==> src/rtl/lc_mem_arbiter_pkg.sv <==
// Shared definitions for the layer-controller memory arbiter: state encoding,
// default memory widths and the default acknowledge timeout.
package lc_mem_arbiter_pkg;

  localparam int unsigned LcMemAddrWidth    = 30;
  localparam int unsigned LcMemDataWidth    = 32;
  localparam int unsigned LcMemTimeout      = 255;
  localparam int unsigned LcMemTimeoutWidth = 8;

  typedef enum logic [1:0] {
    StIdle    = 2'd0,
    StIssue   = 2'd1,
    StRelease = 2'd2
  } arb_state_e;

endpackage

==> src/rtl/lc_mem_rr_pick.sv <==
// Combinational two-way round-robin picker: a lone requester wins outright,
// a tie goes to the port that was not granted last.
module lc_mem_rr_pick (
  input  logic [1:0] req,
  input  logic       last,
  output logic       valid,
  output logic       winner
);

  always_comb begin
    valid  = |req;
    winner = (req == 2'b11) ? ~last : req[1];
  end

endmodule

==> src/rtl/lc_mem_arbiter.sv <==
// Shares one layer-controller memory port between the MBus layer controller
// (port 0) and a local master (port 1) using 4-phase REQ/ACK handshakes.
module lc_mem_arbiter
  import lc_mem_arbiter_pkg::*;
#(
  parameter int unsigned ADDR_W  = LcMemAddrWidth,
  parameter int unsigned DATA_W  = LcMemDataWidth,
  parameter int unsigned TIMEOUT = LcMemTimeout,
  parameter int unsigned TO_W    = LcMemTimeoutWidth
) (
  input  logic              CLK,
  input  logic              MEM_ACK_RSTn,
  input  logic              P0_REQ,
  input  logic              P0_WRITE,
  input  logic [ADDR_W-1:0] P0_ADDR,
  input  logic [DATA_W-1:0] P0_WDATA,
  output logic              P0_ACK,
  output logic              P0_ERR,
  input  logic              P1_REQ,
  input  logic              P1_WRITE,
  input  logic [ADDR_W-1:0] P1_ADDR,
  input  logic [DATA_W-1:0] P1_WDATA,
  output logic              P1_ACK,
  output logic              P1_ERR,
  output logic [DATA_W-1:0] RD_DATA,
  output logic              MEM_REQ_OUT,
  output logic              MEM_WRITE,
  output logic [ADDR_W-1:0] MEM_AOUT,
  output logic [DATA_W-1:0] MEM_DOUT,
  input  logic              MEM_ACK_IN,
  input  logic [DATA_W-1:0] MEM_DIN,
  output logic              GRANT,
  output logic              BUSY
);

  localparam bit              TimeoutEn   = (TIMEOUT != 0);
  localparam logic [TO_W-1:0] TimeoutLast = TO_W'(TIMEOUT - 1);

  arb_state_e        state_q, state_d;
  logic              last_grant_q, last_grant_d;
  logic [TO_W-1:0]   cnt_q, cnt_d;
  logic              mem_req_q, mem_req_d;
  logic              mem_write_q, mem_write_d;
  logic [ADDR_W-1:0] mem_aout_q, mem_aout_d;
  logic [DATA_W-1:0] mem_dout_q, mem_dout_d;
  logic [DATA_W-1:0] rd_data_q, rd_data_d;
  logic [1:0]        ack_q, ack_d;
  logic [1:0]        err_q, err_d;
  logic              grant_q, grant_d;
  logic              busy_q, busy_d;

  logic [1:0] req;
  logic       pick_valid;
  logic       pick_winner;

  assign req = {P1_REQ, P0_REQ};

  lc_mem_rr_pick u_pick (
    .req    (req),
    .last   (last_grant_q),
    .valid  (pick_valid),
    .winner (pick_winner)
  );

  always_comb begin
    state_d      = state_q;
    last_grant_d = last_grant_q;
    cnt_d        = cnt_q;
    mem_req_d    = mem_req_q;
    mem_write_d  = mem_write_q;
    mem_aout_d   = mem_aout_q;
    mem_dout_d   = mem_dout_q;
    rd_data_d    = rd_data_q;
    ack_d        = ack_q;
    err_d        = err_q;
    grant_d      = grant_q;

    case (state_q)
      StIdle: begin
        if (pick_valid) begin
          grant_d     = pick_winner;
          mem_write_d = pick_winner ? P1_WRITE : P0_WRITE;
          mem_aout_d  = pick_winner ? P1_ADDR : P0_ADDR;
          mem_dout_d  = pick_winner ? P1_WDATA : P0_WDATA;
          mem_req_d   = 1'b1;
          cnt_d       = '0;
          state_d     = StIssue;
        end
      end
      StIssue: begin
        if (MEM_ACK_IN) begin
          mem_req_d = 1'b0;
          if (!mem_write_q) begin
            rd_data_d = MEM_DIN;
          end
          ack_d[grant_q] = 1'b1;
          state_d        = StRelease;
        end else if (TimeoutEn && (cnt_q == TimeoutLast)) begin
          mem_req_d      = 1'b0;
          ack_d[grant_q] = 1'b1;
          err_d[grant_q] = 1'b1;
          state_d        = StRelease;
        end else begin
          cnt_d = cnt_q + TO_W'(1);
        end
      end
      StRelease: begin
        // A late memory acknowledge after a timeout must also drain here.
        if (!req[grant_q] && !MEM_ACK_IN) begin
          ack_d        = '0;
          err_d        = '0;
          last_grant_d = grant_q;
          state_d      = StIdle;
        end
      end
      default: state_d = StIdle;
    endcase

    busy_d = (state_d != StIdle);
  end

  always_ff @(posedge CLK or negedge MEM_ACK_RSTn) begin
    if (!MEM_ACK_RSTn) begin
      state_q      <= StIdle;
      last_grant_q <= 1'b1;
      cnt_q        <= '0;
      mem_req_q    <= 1'b0;
      mem_write_q  <= 1'b0;
      mem_aout_q   <= '0;
      mem_dout_q   <= '0;
      rd_data_q    <= '0;
      ack_q        <= '0;
      err_q        <= '0;
      grant_q      <= 1'b0;
      busy_q       <= 1'b0;
    end else begin
      state_q      <= state_d;
      last_grant_q <= last_grant_d;
      cnt_q        <= cnt_d;
      mem_req_q    <= mem_req_d;
      mem_write_q  <= mem_write_d;
      mem_aout_q   <= mem_aout_d;
      mem_dout_q   <= mem_dout_d;
      rd_data_q    <= rd_data_d;
      ack_q        <= ack_d;
      err_q        <= err_d;
      grant_q      <= grant_d;
      busy_q       <= busy_d;
    end
  end

  assign P0_ACK      = ack_q[0];
  assign P1_ACK      = ack_q[1];
  assign P0_ERR      = err_q[0];
  assign P1_ERR      = err_q[1];
  assign RD_DATA     = rd_data_q;
  assign MEM_REQ_OUT = mem_req_q;
  assign MEM_WRITE   = mem_write_q;
  assign MEM_AOUT    = mem_aout_q;
  assign MEM_DOUT    = mem_dout_q;
  assign GRANT       = grant_q;
  assign BUSY        = busy_q;

endmodule

==> config.mk <==
export PLATFORM = sky130hd
export DESIGN_NAME = lc_mem_arbiter
export DESIGN_NICKNAME = d
export VERILOG_FILES = /design/src/rtl/lc_mem_arbiter_pkg.sv /design/src/rtl/lc_mem_rr_pick.sv /design/src/rtl/lc_mem_arbiter.sv
export SDC_FILE = /design/constraint.sdc
export NUM_CORES = 1
export LEC_CHECK = 0
export CAP_MARGIN = 10
export CELL_PAD_IN_SITES_DETAIL_PLACEMENT = 1
export CELL_PAD_IN_SITES_GLOBAL_PLACEMENT = 2
export CORE_MARGIN = 2
export CORE_UTILIZATION = 24
export DETAILED_ROUTE_END_ITERATION = 16
export PLACE_DENSITY_LB_ADDON = 0.2
export SLEW_MARGIN = 0
export SYNTH_ARGS = -nofsm -noshare
export SYNTH_HDL_FRONTEND = slang
export SYNTH_SLANG_ARGS = --single-unit
export TNS_END_PERCENT = 50
==> constraint.sdc <==
create_clock -name CLK -period 1.9 [get_ports CLK]
set_input_delay 0.285 -clock CLK [delete_from_list [all_inputs] [get_ports CLK]]
set_output_delay 0.285 -clock CLK [all_outputs]
set_load 0.02 [all_outputs]
==> metrics.md <==
| Metric | Value |
|---|---|
| Status | `complete, no violations` |
| Core Rows | `53` |
| Top Ports | `between 200 and 300` |
| Clock Pin Slew Worst Setup and Hold Paths | `0.06 ns` |
| Mux share of post-synthesis cell area | `between 20% and 30%` |
| Max VDD drop | `~0.0005 V` |
| Post-synthesis compound-gate area fraction | `under 10%` |
| Max Cap Violations | `0` |
| Die X | `150 um` |
| Post-Layout Cell Count | `988` |
| Overall Global Routing Usage | `between 10% and 20%` |
| Die Ht | `~150 um` |
| TritonCTS sink count | `roughly 110` |
| Most used routing layer | `met2` |
| Post-DRT Antenna Nets | `0` |
| Kind of cell adding the most delay to the critical path | `buffers and inverters` |
| XOR/XNOR share of the synthesized area | `0%` |
| Syn avg cell area | `about 12 um2` |
| Fin. Hold Viols | `0` |
| Worst Path Arrival | `between 1 and 1.5 ns` |
| Total vias in the final route | `between 4000 and 5000` |
| Achievable Freq | `between 500 and 600 MHz` |
| Layout cell share with drive strength beyond 1 | `roughly an eighth` |
| DR pass1 iterations | `4` |
| Worst min path class | `in2async` |
| P&R area growth vs syn | `72.6%` |
| RSZ-0062 raised after global routing | `no` |
| Number of synthesized flops with an enable pin | `0` |
| Slew Limit Fails | `0` |
| Synth Area in Adders | `less than 1%` |
| Placed cell count | `955` |
| Synth async-reset ratio | `100%` |
| CTS HTree Levels | `4` |
| Drt drc | `0` |
| Initial Utilization | `between 20% and 30%` |
| Fill count | `between 2000 and 2500` |
| Share of the synthesized area in the top cell type | `approximately 55%` |
| Crit path time final | `approximately 1.7 ns` |
| Slew headroom | `between 60% and 70%` |
| Syn Nets | `a little under 600` |
| Main synth FF type | `dfrtp_1` |
| Critical Path, Cell by Cell | `clkdlybuf4s50_1` |
| Drt via density | `between 4 and 5` |
| Critical Path Max Stage Delay | `about 0.64 ns` |
| Pleak | `between 3 and 4 nW` |
| Slew @ Worst Pin | `between 0.5 and 0.6 ns` |
| WP data required | `between 1.5 and 2 ns` |
| Synth unique cells | `37` |
| Number of port buffers | `around 260` |
| First-pass GRT wire length | `25500 um` |
| Simple logic cell fraction of the synthesized area | `between 7 and 8%` |
| Worst Setup Start Kind | `flip-flop` |
| Routed len/inst | `16.5 um` |
| Clock Latency Late Sink | `roughly 0.41 ns` |
| Sequential share of the synthesized area | `a little under three fifths` |
| Num CTS Buffers | `17` |
| GRT met2 Usage | `between 20 and 25%` |
| CTS Buffer Depth | `2` |
| Die ar. | `~22000 um2` |
| Initial antenna violation count | `0` |
| Area leader, netlist | `dfrtp_1` |
| Crit path buffers/inverters | `1` |
| Largest net degree at the start of global routing | `46` |
| Endpoints failing setup | `0` |
| Crit. End Element | `output pin` |
| Number of synthesized register bits | `about 110` |
| Core area | `approximately 21000 um2` |
| Most frequent cell after synthesis | `dfrtp_1` |
| Worst-case clock skew | `between 0.009 and 0.01 ns` |
| Vias in the first global route | `roughly 4600` |
| NumNets Final | `roughly 870` |
| Ys Warns | `0` |
| Multi-input logic area | `2090 um2` |
| Routed wire length | `roughly 16000 um` |
| Gr ovfl total | `0` |
| Flip-flop and latch area | `~2800 um2` |
| GRT met3 Usage | `under 10%` |
| Internal reg-to-reg setup slack | `around 0.23 ns` |
| Mapped Area | `~5100 um2` |
| Slowest CP cell | `clkdlybuf4s50_1` |
| CP max FO | `3` |
| GPL Wtd Cong | `0.757` |
| DRT iter0 DRCs | `between 100 and 150` |
| GR Util met1 | `a little under a fifth` |
| TNS Setup | `0 ns` |
| Fin Hold WS | `approximately 0.30 ns` |
| N_diodes | `0` |
| Crit Path Class | `reg2out` |
| Power Dens Cells | `~1600 nW/um2` |
| Largest family of logic cells by synthesized area | `multiplexers` |
| Commonest cells post-synth | `dfrtp_1 (112), nand2_1 (74), mux2i_1 (65)` |
| TritonCTS clock tree | `built` |
| Largest cells by area after synthesis | `dfrtp_1 (55%), mux2i_1 (13%), mux2_4 (8.9%)` |
| Final period util | `between 90% and 100%` |
| Clock Tree Root | `clkbuf_16` |
| Final HPWL DP | `12500 um` |
| Post-synthesis cell count | `approximately 430` |
==> state kept, by name (all words and copies together), names as in the netlist <==
signal,cells
MEM_DOUT,32
state_q,2
MEM_REQ_OUT,1
BUSY,1
ack_q,2
MEM_AOUT,30
last_grant_q,1
RD_DATA,32
MEM_WRITE,1
cnt_q,8
GRANT,1
err_q,2
==> routing by layer <==
layer | share of wire [%] | wire length, um
met4 | 1.9 | 303
met2 | 48 | 7780
met3 | 8.0 | 1310
met5 | 0 | 0
met1 | 42 | 6940
==> layout make-up <==
class,instances,area share (%)
Clock buffer,21,5.13
Inverter,2,0.0855
Tap cell,275,3.92
Sequential cell,113,32.2
Clock inverter,11,2.11
Multi-Input combinational cell,285,23.8
Timing Repair Buffer,281,32.7
==> kinds of logic (layout without fill, tap and decap cells) <==
group                      Yosys count  in the layout
DFF                                113            113
muxes                               99             99
and+or+nand+nor                     94             94
AOI/OAI and AO/OA                   90             90
buffers and inverters               27            315
adders and majority gates            2              2
==> repair_timing <==
action,4_1_cts,5_1_grt
gates resized for setup,0,1
hold buffers,1,0
hold endpoints to repair,17,0
endpoints found under the setup margin,0,1
setup buffers,0,0
==> cells in the final DEF (no fill, tap or decap), types with 5 or more instances in the layout <==
cell type	instances
buf_12	8
buf_4	9
bufinv_16	5
clkbuf_16	17
clkdlybuf4s50_1	262
dfrtp_1	112
mux2_4	30
mux2i_1	65
nand2_1	74
nor2_1	6
o21ai_0	28
o21ai_1	44
==> worst register-to-register path, cell delays in order (launching register included) <==
cell and delay (ns):
dfrtp_1 0.40, inv_1 0.06, ha_1 0.22, nand3_1 0.15, nor2_1 0.11, o21ai_0 0.45, o2bb2ai_1 0.14
==> power by group <==
group          switching, mW  total [mW]  internal [mW]
registers              0.654        4.20           3.55
clock network           1.10        3.45           2.35
logic                   3.35        6.82           3.47
total                   5.11        14.5           9.37
==> worst paths after layout <==
path                               from      endpoint  cells past startpoint
hold reg to reg            MEM_DOUT[21]  MEM_DOUT[21]                      2
hold / removal             MEM_ACK_RSTn   RD_DATA[16]                      2
max in group asynchronous  MEM_ACK_RSTn  MEM_DOUT[29]                      3
min in group CLK           MEM_DOUT[21]  MEM_DOUT[21]                      2
setup reg to reg               cnt_q[0]      ack_q[0]                      6
setup / recovery              MEM_WRITE     MEM_WRITE                      1
==> per-stage QoR <==
stage / util (%) / setup slack (ns) / cell area, um2 / power, mW
floorplan: - / 0.455 / 5090 / 7.77
global placement: 38.9 / 0.0729 / 8130 / 11.0
detailed placement: 38.9 / 0.00754 / 8130 / 11.2
CTS: 42.0 / 0.0108 / 8780 / 14.7
global route: 42.0 / 0.0468 / 8780 / 15.4
finish: 42.0 / 0.167 / 8780 / 14.5
Note: power is estimated with default switching activity, not from simulation.
